### config.mk
export PLATFORM = sky130hd
export DESIGN_NAME = uart_rx_oversampler
export DESIGN_NICKNAME = d
export VERILOG_FILES = /design/src/rtl/uart_rx_oversampler.sv
export SDC_FILE = /design/constraint.sdc
export NUM_CORES = 1
export LEC_CHECK = 0
export ABC_AREA = 0
export CAP_MARGIN = 0
export CORE_UTILIZATION = 55
export DETAILED_ROUTE_END_ITERATION = 12
export GPL_TIMING_DRIVEN = 0
export PLACE_DENSITY = 0.83
export SLEW_MARGIN = 40
export SYNTH_ARGS = -nofsm -noshare
export SYNTH_HDL_FRONTEND = slang
export SYNTH_SLANG_ARGS = --single-unit
### constraint.sdc
create_clock -name clk_RX -period 3.25 [get_ports clk_RX]
set_input_delay 0.325 -clock clk_RX [delete_from_list [all_inputs] [get_ports clk_RX]]
set_output_delay 0.325 -clock clk_RX [all_outputs]
set_load 0.01 [all_outputs]
### src/rtl/uart_rx_oversampler.sv
// uart_rx_oversampler: per-bit edge/bit timebase and 3-sample majority-vote bit sampler for the UART RX FSM
module uart_rx_oversampler #(
  parameter int EDGE_W = 5,
  parameter int BIT_W  = 4
) (
  input  logic              clk_RX,
  input  logic              rst,
  input  logic              RX_IN,
  input  logic [5:0]        prescale,
  input  logic              PAR_EN,
  input  logic              edge_cnt_enable,
  input  logic              dat_samp_en,
  output logic [EDGE_W-1:0] edge_cnt,
  output logic [BIT_W-1:0]  bit_cnt,
  output logic              edge_cnt_max,
  output logic              take_sample,
  output logic              sampled_bit
);
  logic [5:0]       p;
  logic [2:0]       s;
  logic [5:0]       ec;
  logic [5:0]       m;
  logic             wrap;
  logic             samp;
  logic             legal;
  logic             maj;
  logic [BIT_W-1:0] last;
  assign ec           = 6'(edge_cnt);
  assign m            = {1'b0, p[5:1]};
  assign wrap         = ec == p - 6'd1;
  assign samp         = dat_samp_en & edge_cnt_enable;
  assign legal        = prescale == 6'd8 || prescale == 6'd16 || prescale == 6'd32;
  assign maj          = (s[0] & s[1]) | (s[1] & s[2]) | (s[0] & s[2]);
  assign last         = PAR_EN ? BIT_W'(10) : BIT_W'(9);
  assign edge_cnt_max = edge_cnt_enable & wrap;
  always_ff @(posedge clk_RX) begin
    if (!rst) begin
      edge_cnt    <= '0;
      bit_cnt     <= '0;
      take_sample <= 1'b0;
      sampled_bit <= 1'b1;
      s           <= '0;
      p           <= 6'd8;
    end else begin
      if (!edge_cnt_enable) p <= legal ? prescale : 6'd8;
      edge_cnt    <= (!edge_cnt_enable || wrap) ? '0 : edge_cnt + EDGE_W'(1);
      bit_cnt     <= !edge_cnt_enable ? '0 : !wrap ? bit_cnt : (bit_cnt >= last ? '0 : bit_cnt + BIT_W'(1));
      take_sample <= samp && ec == m + 6'd1;
      // sample window straddles mid-bit: M-2, M-1, M
      s[0]        <= !samp ? 1'b0 : ec == m - 6'd2 ? RX_IN : s[0];
      s[1]        <= !samp ? 1'b0 : ec == m - 6'd1 ? RX_IN : s[1];
      s[2]        <= !samp ? 1'b0 : ec == m        ? RX_IN : s[2];
      if (samp && ec == m + 6'd1) sampled_bit <= maj;
    end
  end
endmodule

### Yosys cells after proc, flatten, opt, wreduce, memory -nomap -nowiden

Index checks and enable logic that the tools add are counted.

* register bits after elaboration: 20
* word-level logic and storage cells: 42
* output and inout port bits: 12
* input port bits: 12

* bitwise gates (word level): 8
* add/subtract/negate cells: 6
* magnitude comparators: 1
* multiplexer cells: 3
* reductions and logical operators: 8
* eq/ne operators: 8

Operator list (count)
* $eq A5 B6 Y1: 4
* $add A5 B1 Y6 const B: 1
* $eq A6 B4 Y1 const B: 1
* $eq A6 B5 Y1 const B: 1
* $eq A6 B6 Y1 const B: 1
* $mux W6: 1
* $sub A5 B1 Y6 const B: 1
* $sub A5 B2 Y6 const B: 1
* $sub A6 B1 Y6 const B: 1
* $add A5 B1 Y5 const B: 1
* $and A1 B1 Y1: 5
* $eq A5 B5 Y1: 1
* $add A4 B1 Y4 const B: 1
* $ge A4 B4 Y1: 1
* $mux W4: 1
* $reduce_and A2 Y1: 2
* $logic_or A1 B1 Y1: 3
* $mux W2: 1
* $or A1 B1 Y1: 2
* $reduce_or A2 Y1: 1
* $logic_and A1 B1 Y1: 1
* $logic_not A1 Y1: 1
* $not A1 Y1: 1

### Depth between registers and ports, before layout

* depth in word-level cells: 4
* mapped depth: 8

### Worst setup path before layout

Ideal clock, no wire load.

* kind: reg-to-output
* start point: reg p[2]
* end point: out edge_cnt_max
* required time: 2.925 ns
* data arrival time: 1.724 ns
* stages on the path, launching flop included: 8
* slack: 1.201 ns
* cells stage by stage: dfxtp_1 -> inv_1 -> ha_1 -> a21bo_4 -> xnor2_2 -> nand4b_2 -> nor2_2 -> and2_1

* longest elaborated chain between the ends: 3

RTL lines
* start: declaration: line 19 `logic [5:0] p;`
* start signal: assignment: line 45 `if (!edge_cnt_enable) p <= legal ? prescale : 6'd8;`
* $sub A6 B1 Y6: line 30 `assign wrap = ec == p - 6'd1;`
* $eq A5 B6 Y1: line 30
* $and A1 B1 Y1: line 35 `assign edge_cnt_max = edge_cnt_enable & wrap;`
* end: declaration: line 15 `output logic edge_cnt_max,`

Every way passes these cells.

### Final worst setup path

Same ends and word-level chain as after synthesis.

==> summary by stage <==
Clocking
The cell sitting at the root of the clock tree is a sky130_fd_sc_hd__clkbuf_4. The clock tree buffer depth is 2. The latest clock arrival within the worst-skew pair is 0.31 ns. TritonCTS built the clock tree. The clock net in this run drives a total of 20 sinks. The count of H-tree levels built during CTS is 1. TritonCTS created 3 clock buffers.

The clock input transition at the sequential cells of the worst setup and hold paths is 0.13 ns. The hold buffer count at CTS is 0.

Pwr
The internal power of the cells totals 0.337 mW. The share of total power consumed by net switching is 0.230. The leakage power summed over all cells is 0.664 nW. The register share of total power is 0.569. In this run the power spent charging and discharging nets is 0.101 mW. The share of total power dissipated in combinational logic is 0.096. The maximum VDD drop is 0.223 mV. The clock network fraction of design power is 0.335. The power density relative to cell area is 260 nW/um^2.

Floorplanning
The core region is 2280 sq um. In this run the core area contains 17 standard-cell rows. The starting density of the core is 0.600.

The full die area is 2690 sq um. From bottom edge to top edge, the die measures 51.8 microns. The number of top-level pins is 24. The die width is 51.8 microns.

Worst setup path
The worst setup path is of the flip-flop to output pin kind. In this run the worst path has a maximum fanout of 6. The startpoint of the worst register-to-register path is p[2]$_SDFFE_PN0N_.

The capture point of the critical path is edge_cnt_max. Data on the critical path is required at its endpoint by 2.92 ns. The data arrival time at the worst-slack endpoint is 2.72 ns. The delay of the slowest cell on the worst path is 0.53 ns.

Walking the worst path, the cells encountered are inv_1 -> ha_1 -> a21bo_4 -> o21ai_1 -> nand4b_2 -> nor2_4 -> and2_1 -> clkdlybuf4s50_1. The length in cells of the worst reg-to-reg path is 7. The kind of start point of the critical path is a flip-flop.

The worst setup path is captured at an output pin. The setup slack of the worst register-to-register path is 1.04 ns. Tracing the worst setup path back leads to its startpoint at p[2]$_SDFFE_PN0N_. The critical register-to-register path endpoint is bit_cnt[2]$_SDFFE_PN0N_. The standard cell with the maximum stage delay on the critical path is sky130_fd_sc_hd__clkdlybuf4s50_1.

Layout
The repair_antennas step left the layout with diodes totalling 0. From synthesis to final layout, the design area changed by 23.4%. The multi-input combinational cells in the finished layout cover a total of 890 sq um. In the layout the commonest cells are sky130_fd_sc_hd__clkdlybuf4s50_1, sky130_fd_sc_hd__dfxtp_1, sky130_fd_sc_hd__nand2_1, sky130_fd_sc_hd__xor2_1. The library cell used most frequently in the layout, excluding fill and tap cells, is sky130_fd_sc_hd__clkdlybuf4s50_1. The sequential cells in the finished layout cover a total of 400 sq um.

In the final layout, the share of cells above drive strength 1 is 0.101. The utilization after layout is 0.740. The fill cell total of the finished layout is 170. For this run, the post-layout net count is 212.

STA
The ratio of final minimum period to clock period is 0.937. The hold violation total from the final report is 0. The maximum frequency from static timing analysis is 328 MHz.

Setup violations remaining at the end of the flow were counted as 0. The total count of max-transition violations in the final report is 0. For the finished layout, the period the worst path requires is 3.05 ns.

For the pin with the worst max-slew slack, the measured transition is 0.413 ns. Measured against its own limit, the worst slew margin works out to 0.725. The accumulated negative setup slack is 0 ns. Setup repair after global routing left no endpoint under its margin. The clock arrives with 0.0162 ns of skew.

Run
Max-cap violations in this run came to 0.

Global routing
Entering global routing, the biggest net connects 12 pins. The via count of the first global-routing pass is 1241. The total overflow left after global routing is 0. The number of antenna violations at the first check in global routing is 0. The wire length of the first global-routing pass is 5220 microns. The overall fraction of global-route tracks in use is 0.259.

Synth
For this run, the register share of the synthesized area comes to 0.293. The cell area that synthesis handed to floorplanning was 1370 sq um. The dominant synthesized flop cell is sky130_fd_sc_hd__dfxtp_1. The count of yosys warnings during synthesis is 0. After synthesis, the netlist uses 45 different library cells. Synthesis produced a netlist whose cell count is 160. After synthesis, the share of flip-flops with an asynchronous set or reset is 0.

The average size of a mapped cell is 8.53 sq um. The count of flip-flops with a built-in enable after synthesis is 0. In this run, synthesis produced a sequential element count of 20. The total nets after synthesis is 182.

Route
Before antenna repair, the detailed router went through 4 iterations. For this block, the via count after detailed routing is 1243. After detailed routing, the number of remaining DRC violations is 0.

The aggregate routed wire length is 2990 microns. The number of vias per cell is 5.73. The number of nets with antenna violations after routing is 0.

The wire length per cell after detailed routing is 13.8 microns. In this run, the number of DRC markers left after iteration 0 of detailed routing was 34.

Place
The final HPWL from detailed placement is 2280 microns. The congestion estimate from routability-driven global placement came to 0.843. The number of port buffers is 22.

Hold path
The min-delay analysis places its worst path in the category input pin to flip-flop.

Run status
The run finished with clean final reports.
metrics by stage:
step | setup slack [ns] | std cells | hold WS (ns) | power [mW] | instance area, sq um
after floorplan | 1.20 | 160 | 0.401 | 0.275 | 1370
after global placement | 0.487 | 210 | 0.452 | 0.295 | 1620
after detailed placement | 0.411 | 210 | 0.476 | 0.296 | 1620
after CTS | 0.0500 | 214 | 0.465 | 0.440 | 1660
after global routing | 0.0381 | 217 | 0.497 | 0.457 | 1680
final | 0.203 | 217 | 0.465 | 0.438 | 1680
power groups by stage:
stage / clock [mW] / sequential, mW / combinational, mW
CTS: 0.149 / 0.249 / 0.0418
global placement: 0 / 0.255 / 0.0399
finish: 0.147 / 0.249 / 0.0421
global route: 0.161 / 0.250 / 0.0468
floorplan: 0 / 0.255 / 0.0204
detailed placement: 0 / 0.255 / 0.0416
critical path: cells and delay by family, from the launching register on:
| kind | cells | cell delay [ns] |
|---|---|---|
| fa+ha+maj | 1 | 0.27 |
| buf+inv | 2 | 0.69 |
| compound gates | 2 | 0.44 |
| flops | 1 | 0.41 |
| simple gates | 3 | 0.61 |
metal layers:
layer | global-route usage | vias up | share of wire
met5 | 0 | - | 0
met4 | 0.0946 | 0 | 0.018
met3 | 0.0556 | 6 | 0.041
met2 | 0.455 | 31 | 0.49
met1 | 0.304 | 585 | 0.45
li1 | - | 621 | -
how the worst min path moves through the flow:
stage                                         from  cells after the start                        to  slack (ns)
after detailed placement  sampled_bit$_SDFFE_PN1P_                      2  sampled_bit$_SDFFE_PN1P_        0.48
after global placement           s[2]$_SDFFE_PN0N_                      2         s[2]$_SDFFE_PN0N_        0.45
final                              edge_cnt_enable                      3         p[4]$_SDFFE_PN0N_        0.46
after global routing               edge_cnt_enable                      3         p[4]$_SDFFE_PN0N_        0.50
after floorplan                                rst                      1         p[3]$_SDFFE_PN1N_        0.40
after CTS                          edge_cnt_enable                      3         p[4]$_SDFFE_PN0N_        0.46
synthesized netlist by cell type, drive strengths merged, types with 2 or more instances:
cell type / number / share of area
nand3: 9 / 0.033
nor2: 11 / 0.032
nand2: 15 / 0.041
nor3b: 3 / 0.016
inv: 9 / 0.025
ha: 10 / 0.092
nor3: 9 / 0.033
nor4: 2 / 0.0092
mux2i: 3 / 0.022
o2bb2ai: 2 / 0.013
nand4: 3 / 0.014
o22ai: 2 / 0.0092
dfxtp: 20 / 0.29
xor2: 13 / 0.089
a211oi: 2 / 0.015
a21oi: 6 / 0.022
o21a: 2 / 0.011
xnor2: 9 / 0.063
o21ai: 3 / 0.011
buf: 6 / 0.031
and2: 2 / 0.0092
nand2b: 4 / 0.018
logic make-up after synthesis:
kind of cell | count (synthesis) | share of synthesized area
AOI/OAI and AO/OA | 25 | 0.137
xor gates and xnor gates | 22 | 0.152
adders and majority gates | 10 | 0.0917
buffers and inverters | 16 | 0.0586
DFF | 20 | 0.293
muxes | 3 | 0.0220
and+or+nand+nor | 64 | 0.245
area by class of cell:
class / count / share of cell area
flip-flops and latches: 20 / 0.238
plain buffers: 7 / 0.0275
clock buffers: 4 / 0.0215
multi-input cells: 124 / 0.528
well taps: 28 / 0.0208
inverters: 9 / 0.0201
repair buffers: 25 / 0.144
timing repair:
action	CTS	global route
gates resized for setup	0	1
endpoints found under the setup margin	0	1
endpoints found under the hold margin	0	0
setup buffers	0	3
sequential cells by signal (all words and copies together), names as in the netlist:
name,flops
take_sample,1
edge_cnt,5
s,3
p,6
sampled_bit,1
bit_cnt,4
Note: power is estimated with default switching activity, not from simulation.
